--- src/rtl/ascon_pkg.sv ---
// Shared types and constants for the Ascon-128 AEAD control logic.
package ascon_pkg;

  typedef enum logic [2:0] {
    S_IDLE  = 3'd0,
    S_INIT  = 3'd1,
    S_AD    = 3'd2,
    S_PT    = 3'd3,
    S_FINAL = 3'd4,
    S_ABORT = 3'd5
  } t_ctrl_state;

  localparam int unsigned C_ROUNDS_A   = 12;
  localparam int unsigned C_ROUNDS_B   = 6;
  localparam logic [3:0]  C_LAST_ROUND = 4'd11;

  // Round index of the first round of a phase running 'rounds' rounds;
  // every phase ends on index 11.
  function automatic logic [3:0] first_round(input int unsigned rounds);
    return 4'(32'd12 - rounds);
  endfunction

endpackage

--- src/rtl/ascon_controller.sv ---
// Ascon-128 encryption sequencer: one permutation round per cycle,
// p^a initialisation, p^b per AD/PT block, p^a finalisation.
//
// state  | meaning
// -------+------------------------------------------------------------
// IDLE   | waiting for i_start; cipher/tag stay readable
// INIT   | p^a over the externally loaded state, key XOR after last round
// AD     | p^b per associated-data block, handshake on each block's first round
// PT     | p^b per plaintext block except the last, ciphertext captured
// FINAL  | absorbs last PT block, p^a, key XOR and tag capture
// ABORT  | one cycle datapath soft reset, then IDLE
module ascon_controller
  import ascon_pkg::*;
#(
  parameter int unsigned G_ROUNDS_A = C_ROUNDS_A,
  parameter int unsigned G_ROUNDS_B = C_ROUNDS_B,
  parameter int unsigned G_BLK_W    = 4
) (
  input  logic               clock,
  input  logic               reset_n,
  input  logic               i_start,
  input  logic               i_abort,
  input  logic [G_BLK_W-1:0] i_ad_blocks,
  input  logic [G_BLK_W-1:0] i_pt_blocks,
  input  logic               i_data_valid,
  output logic               o_data_ready,
  output logic               o_sys_enable,
  output logic               o_mux_select,
  output logic               o_enable_xor_key_begin,
  output logic               o_enable_xor_data_begin,
  output logic               o_enable_xor_key_end,
  output logic               o_enable_xor_lsb_end,
  output logic               o_enable_cipher_reg,
  output logic               o_enable_tag_reg,
  output logic               o_enable_state_reg,
  output logic [3:0]         o_round,
  output logic               o_cipher_valid,
  output logic               o_tag_valid,
  output logic               o_busy
);

  localparam logic [3:0]         L_START_A = first_round(G_ROUNDS_A);
  localparam logic [3:0]         L_START_B = first_round(G_ROUNDS_B);
  localparam logic [G_BLK_W-1:0] L_ONE     = 1;

  t_ctrl_state        state_q, state_d;
  logic [3:0]         round_q, round_d;
  logic [G_BLK_W-1:0] ad_cnt_q, ad_cnt_d;
  logic [G_BLK_W-1:0] pt_cnt_q, pt_cnt_d;
  logic               sys_en_q, sys_en_d;
  logic               cipher_valid_q, cipher_valid_d;
  logic               tag_valid_q, tag_valid_d;
  logic               last_round;
  logic               abort_hit;

  assign last_round = (round_q == C_LAST_ROUND);
  assign abort_hit  = i_abort && (state_q inside {S_INIT, S_AD, S_PT, S_FINAL});

  assign o_round        = round_q;
  assign o_busy         = (state_q != S_IDLE);
  assign o_sys_enable   = sys_en_q;
  assign o_cipher_valid = cipher_valid_q;
  assign o_tag_valid    = tag_valid_q;

  // State, round index, remaining-block counters and status flags.
  always_ff @(posedge clock or negedge reset_n) begin
    if (!reset_n) begin
      state_q        <= S_IDLE;
      round_q        <= 4'd0;
      ad_cnt_q       <= '0;
      pt_cnt_q       <= '0;
      sys_en_q       <= 1'b0;
      cipher_valid_q <= 1'b0;
      tag_valid_q    <= 1'b0;
    end else begin
      state_q        <= state_d;
      round_q        <= round_d;
      ad_cnt_q       <= ad_cnt_d;
      pt_cnt_q       <= pt_cnt_d;
      sys_en_q       <= sys_en_d;
      cipher_valid_q <= cipher_valid_d;
      tag_valid_q    <= tag_valid_d;
    end
  end

  // Next-state logic and datapath control decoded from state and round index.
  always_comb begin
    state_d     = state_q;
    round_d     = round_q;
    ad_cnt_d    = ad_cnt_q;
    pt_cnt_d    = pt_cnt_q;
    sys_en_d    = sys_en_q;
    tag_valid_d = tag_valid_q;

    o_data_ready            = 1'b0;
    o_mux_select            = 1'b0;
    o_enable_xor_key_begin  = 1'b0;
    o_enable_xor_data_begin = 1'b0;
    o_enable_xor_key_end    = 1'b0;
    o_enable_xor_lsb_end    = 1'b0;
    o_enable_cipher_reg     = 1'b0;
    o_enable_tag_reg        = 1'b0;
    o_enable_state_reg      = 1'b0;

    unique case (state_q)
      S_IDLE: begin
        if (i_start) begin
          state_d     = S_INIT;
          round_d     = L_START_A;
          ad_cnt_d    = i_ad_blocks;
          // The last plaintext block is absorbed by FINAL, so PT runs P-1 blocks.
          pt_cnt_d    = (i_pt_blocks == '0) ? '0 : i_pt_blocks - L_ONE;
          sys_en_d    = 1'b1;
          tag_valid_d = 1'b0;
        end
      end

      S_INIT: begin
        o_enable_state_reg = 1'b1;
        o_mux_select       = (round_q != L_START_A);
        round_d            = round_q + 4'd1;
        if (last_round) begin
          o_enable_xor_key_end = 1'b1;
          o_enable_xor_lsb_end = (ad_cnt_q == '0);
          if (ad_cnt_q != '0) begin
            state_d = S_AD;
            round_d = L_START_B;
          end else if (pt_cnt_q != '0) begin
            state_d = S_PT;
            round_d = L_START_B;
          end else begin
            state_d = S_FINAL;
            round_d = L_START_A;
          end
        end
      end

      S_AD: begin
        o_mux_select = 1'b1;
        if (round_q == L_START_B) begin
          o_data_ready            = 1'b1;
          o_enable_xor_data_begin = i_data_valid;
        end
        if ((round_q != L_START_B) || i_data_valid) begin
          o_enable_state_reg = 1'b1;
          round_d            = round_q + 4'd1;
          if (last_round) begin
            ad_cnt_d = ad_cnt_q - L_ONE;
            round_d  = L_START_B;
            if (ad_cnt_q == L_ONE) begin
              o_enable_xor_lsb_end = 1'b1;
              if (pt_cnt_q != '0) begin
                state_d = S_PT;
              end else begin
                state_d = S_FINAL;
                round_d = L_START_A;
              end
            end
          end
        end
      end

      S_PT: begin
        o_mux_select = 1'b1;
        if (round_q == L_START_B) begin
          o_data_ready            = 1'b1;
          o_enable_xor_data_begin = i_data_valid;
          o_enable_cipher_reg     = i_data_valid;
        end
        if ((round_q != L_START_B) || i_data_valid) begin
          o_enable_state_reg = 1'b1;
          round_d            = round_q + 4'd1;
          if (last_round) begin
            pt_cnt_d = pt_cnt_q - L_ONE;
            round_d  = L_START_B;
            if (pt_cnt_q == L_ONE) begin
              state_d = S_FINAL;
              round_d = L_START_A;
            end
          end
        end
      end

      S_FINAL: begin
        o_mux_select = 1'b1;
        if (round_q == L_START_A) begin
          o_data_ready            = 1'b1;
          o_enable_xor_data_begin = i_data_valid;
          o_enable_xor_key_begin  = i_data_valid;
          o_enable_cipher_reg     = i_data_valid;
        end
        if ((round_q != L_START_A) || i_data_valid) begin
          o_enable_state_reg = 1'b1;
          round_d            = round_q + 4'd1;
          if (last_round) begin
            o_enable_xor_key_end = 1'b1;
            o_enable_tag_reg     = 1'b1;
            tag_valid_d          = 1'b1;
            state_d              = S_IDLE;
            round_d              = 4'd0;
          end
        end
      end

      S_ABORT: begin
        state_d = S_IDLE;
        round_d = 4'd0;
      end

      default: begin
        state_d = S_IDLE;
        round_d = 4'd0;
      end
    endcase

    // Abort wins over any transition, capture or flag update decided above.
    if (abort_hit) begin
      state_d     = S_ABORT;
      round_d     = 4'd0;
      ad_cnt_d    = '0;
      pt_cnt_d    = '0;
      sys_en_d    = 1'b0;
      tag_valid_d = 1'b0;
    end

    cipher_valid_d = o_enable_cipher_reg && !abort_hit;
  end

endmodule

--- config.mk ---
export PLATFORM = sky130hd
export DESIGN_NAME = ascon_controller
export DESIGN_NICKNAME = d
export VERILOG_FILES = /design/src/rtl/ascon_pkg.sv /design/src/rtl/ascon_controller.sv
export SDC_FILE = /design/constraint.sdc
export NUM_CORES = 1
export LEC_CHECK = 0
export ABC_AREA = 0
export BUFFER_PORTS_ARGS = -buffer_cell sky130_fd_sc_hd__buf_2
export CAP_MARGIN = 40
export CORE_ASPECT_RATIO = 0.75
export CORE_MARGIN = 5
export CORE_UTILIZATION = 55
export DETAILED_ROUTE_END_ITERATION = 10
export HOLD_SLACK_MARGIN = 0.1
export PLACE_DENSITY = 0.87
export SETUP_SLACK_MARGIN = 0.4
export SYNTH_ARGS = -nofsm -noshare
export SYNTH_HDL_FRONTEND = slang
export SYNTH_SLANG_ARGS = --single-unit
--- constraint.sdc ---
create_clock -name clock -period 2.2 [get_ports clock]
set_input_delay 0.22 -clock clock [delete_from_list [all_inputs] [get_ports clock]]
set_output_delay 0.22 -clock clock [all_outputs]
set_load 0.02 [all_outputs]
==> flow_summary.toml <==
[run_status]
status = "completed"

[routing]
vias = 1877
drt_iter0_markers = 198
postRouteAntennaNets = 0
vias_per_cell = 6.73
drt_wl_total_mm = 5.45
post_drt_wl_per_cell_um = 19.5
drc = 0
first_pass_iters = 6

[yosys]
yosysUniqueCellTypes = 51
ys_seq_area_frac = 0.284
synthFlopType = "dfrtp_1"
synthDominantCellAreaShare = 0.284
syn-num-nets = 220
synth_edf_count = 0
syn_avg_cell_area_um2 = 8.04
async_flop_share = 1.00
synth_top_area_cell = "dfrtp_1"
ys_top_cells_by_area = "dfrtp_1 28%, ha_1 7.9%, o21ai_0 6.3%"
netlist_instances = 197
netlist_area_mm2 = 0.00158
ys_ff_latch = 18
yosys_warnings = 0

[power_and_ir_drop]
powerDensity_mw_per_mm2 = 1300
swShare = 0.486
p_int_mw = 1.45
p_switching_mw = 1.37
p_leak_nw = 0.991
p_comb_frac = 0.709
clkPwrFrac = 0.082
seqPwrFrac = 0.209
peakVddDrop_v = 0.000923
power.total_mw = 2.81

[cts]
cts-root-buf = "clkbuf_8"
cts_buffer_depth = 2
cts_sinks = 18
htreeDepth = 1
clkSlewWorstSetupHoldPaths_ns = 0.07
cts_tree = "done"
cts_made_buffers = 3
clk-insertion-delay-late_ns = 0.25

[sta]
clock_skew_ns = 0.00142
worst_hold_slack_ns = 0.240
slew_headroom = 0.669
grt_setup_unrepaired = "true"
min_period_ns = 2.11
post-route-period-util = 0.960
tns_ns = 0
setup_viol_count_final = 0
drv_slew = 0
hold_viol_final = 0
fmax_mhz = 474
tightest_slew_ns = 0.497
setup_slack_ns = 0.0883

[placement]
gp_congestion = 0.897
port_buffers = 29
place_ws_ns = 0.00243
hpwl_mm = 3.35
place_area_mm2 = 0.00182

[cells_and_area]
mostFrequentLayoutCell = "buf_2"
n_antenna_cell = 0
layout-area-overhead-vs-synth_pct = 36.8
layout.nets = 268
layout-drive-gt1-share = 0.399
fillers = 169
final_cell_mix = "26 x buf_2, 19 x buf_4, 16 x nor2_1"
design_area_mm2 = 0.00217

[grt]
grt_pass1_vias = 1762
grt_pass1_wl_mm = 8.65
grt_use_total = 0.268
grt-ovfl-total = 0
grt_max_degree = 23
antenna_found_initial = 0

[floorplan]
core_area_mm2 = 0.00268
die_area_mm2 = 0.00406
start_util = 0.590
die_h_um = 56.5
dieWidth_um = 72.0
ios = 30
rows = 16

[setup_path]
start_kind = "flip-flop"
required_ns = 1.98
critPathCaptureType = "output port"
reg2reg_slack_ns = 0.11
path_class = "reg -> out"
cp.arrival_ns = 1.89
crit_fanout = 4

[flow_run]
maxCapViolCount = 0

[hold_path]
hold_path.class = "in -> reg"
## Yosys cell counts, types with 2 or more instances
cell type  count
a21boi_0       3
a21o_1         4
a21oi_1        8
a221o_1        2
a22oi_1        2
a31oi_1        3
a32o_1         2
and2_1         2
and3_1         3
buf_1          2
buf_2          6
buf_4          2
dfrtp_1       18
ha_1          10
inv_1         12
nand2_1       11
nand2b_1       4
nand3_1        6
nand3b_1       3
nor2_1        20
nor3_1        10
nor3b_1        3
nor4_1         3
nor4b_1        2
o211ai_1       2
o21a_1         2
o21ai_0       20
o21ai_1        2
o22ai_1        2
o31ai_1        4
or3_1          2
or3b_1         3
## registers in the layout, summed over array words and instances, names as in the netlist
name and cells:
ad_cnt_q 4, o_cipher_valid 1, o_round 4, o_sys_enable 1
o_tag_valid 1, pt_cnt_q 4, state_q 3
## worst paths after layout
check,startpoint,to,depth (start not counted)
min,i_start,o_sys_enable,3
min reg2reg,o_sys_enable,o_sys_enable,2
max reg2reg,o_round[0],ad_cnt_q[3],6
min in group asynchronous,reset_n,o_sys_enable,2
max,o_round[0],o_enable_xor_lsb_end,8
max in group asynchronous,reset_n,o_round[1],2
## per-stage QoR
step,cells,utilization
5_1_grt,279,0.808
2_1_floorplan,197,-
4_1_cts,276,0.777
3_5_place_dp,262,0.680
6_report,279,0.808
3_3_place_gp,262,0.680
## power groups by stage
stage	sequential (mW)	combinational, mW	clock, mW
CTS	0.589	1.76	0.230
floorplan	0.568	1.06	0
global placement	0.594	1.41	0
global route	0.599	2.11	0.249
finish	0.588	2.00	0.230
detailed placement	0.604	1.44	0
## layer usage
metal	vias to the layer above	global-route usage	routed length [um]
li1	824	-	-
met1	867	0.360	2200
met2	149	0.402	2510
met3	37	0.0677	522
met4	0	0.121	224
met5	-	0	0
## cell type report
type,instances,area (um2),area share
multi-input combinational,155,1190,0.551
timing repair buffer,55,384,0.177
inverter,12,45.0,0.0208
clock buffer,3,41.3,0.0191
tap,36,45.0,0.0208
sequential,18,457,0.211
## cells by family after synthesis
group                      Yosys count  share of synthesized area
and+or+nand+nor                     79                      0.287
AOI/OAI and AO/OA                   65                      0.276
buffers and inverters               24                     0.0671
DFF                                 18                      0.284
adders and majority gates           10                     0.0790
muxes                                1                    0.00632
## worst max-delay path, cell delays in order (launching register included)
cell and delay (ns):
dfrtp_2 0.44, inv_2 0.09, buf_4 0.12, ha_4 0.12
nand3b_1 0.23, nor2_2 0.25, o32a_1 0.19, nor2_1 0.05
buf_2 0.16
## repair_timing
| action | CTS | global route |
|---|---|---|
| endpoints found under the setup margin | 25 | 25 |
| pin swaps | 8 | 12 |
| resized for setup | 41 | 17 |
| hold endpoints to repair | 18 | 0 |
| hold buffers | 1 | 0 |
| setup buffers | 10 | 3 |
Note: power is estimated with default switching activity, not from simulation.
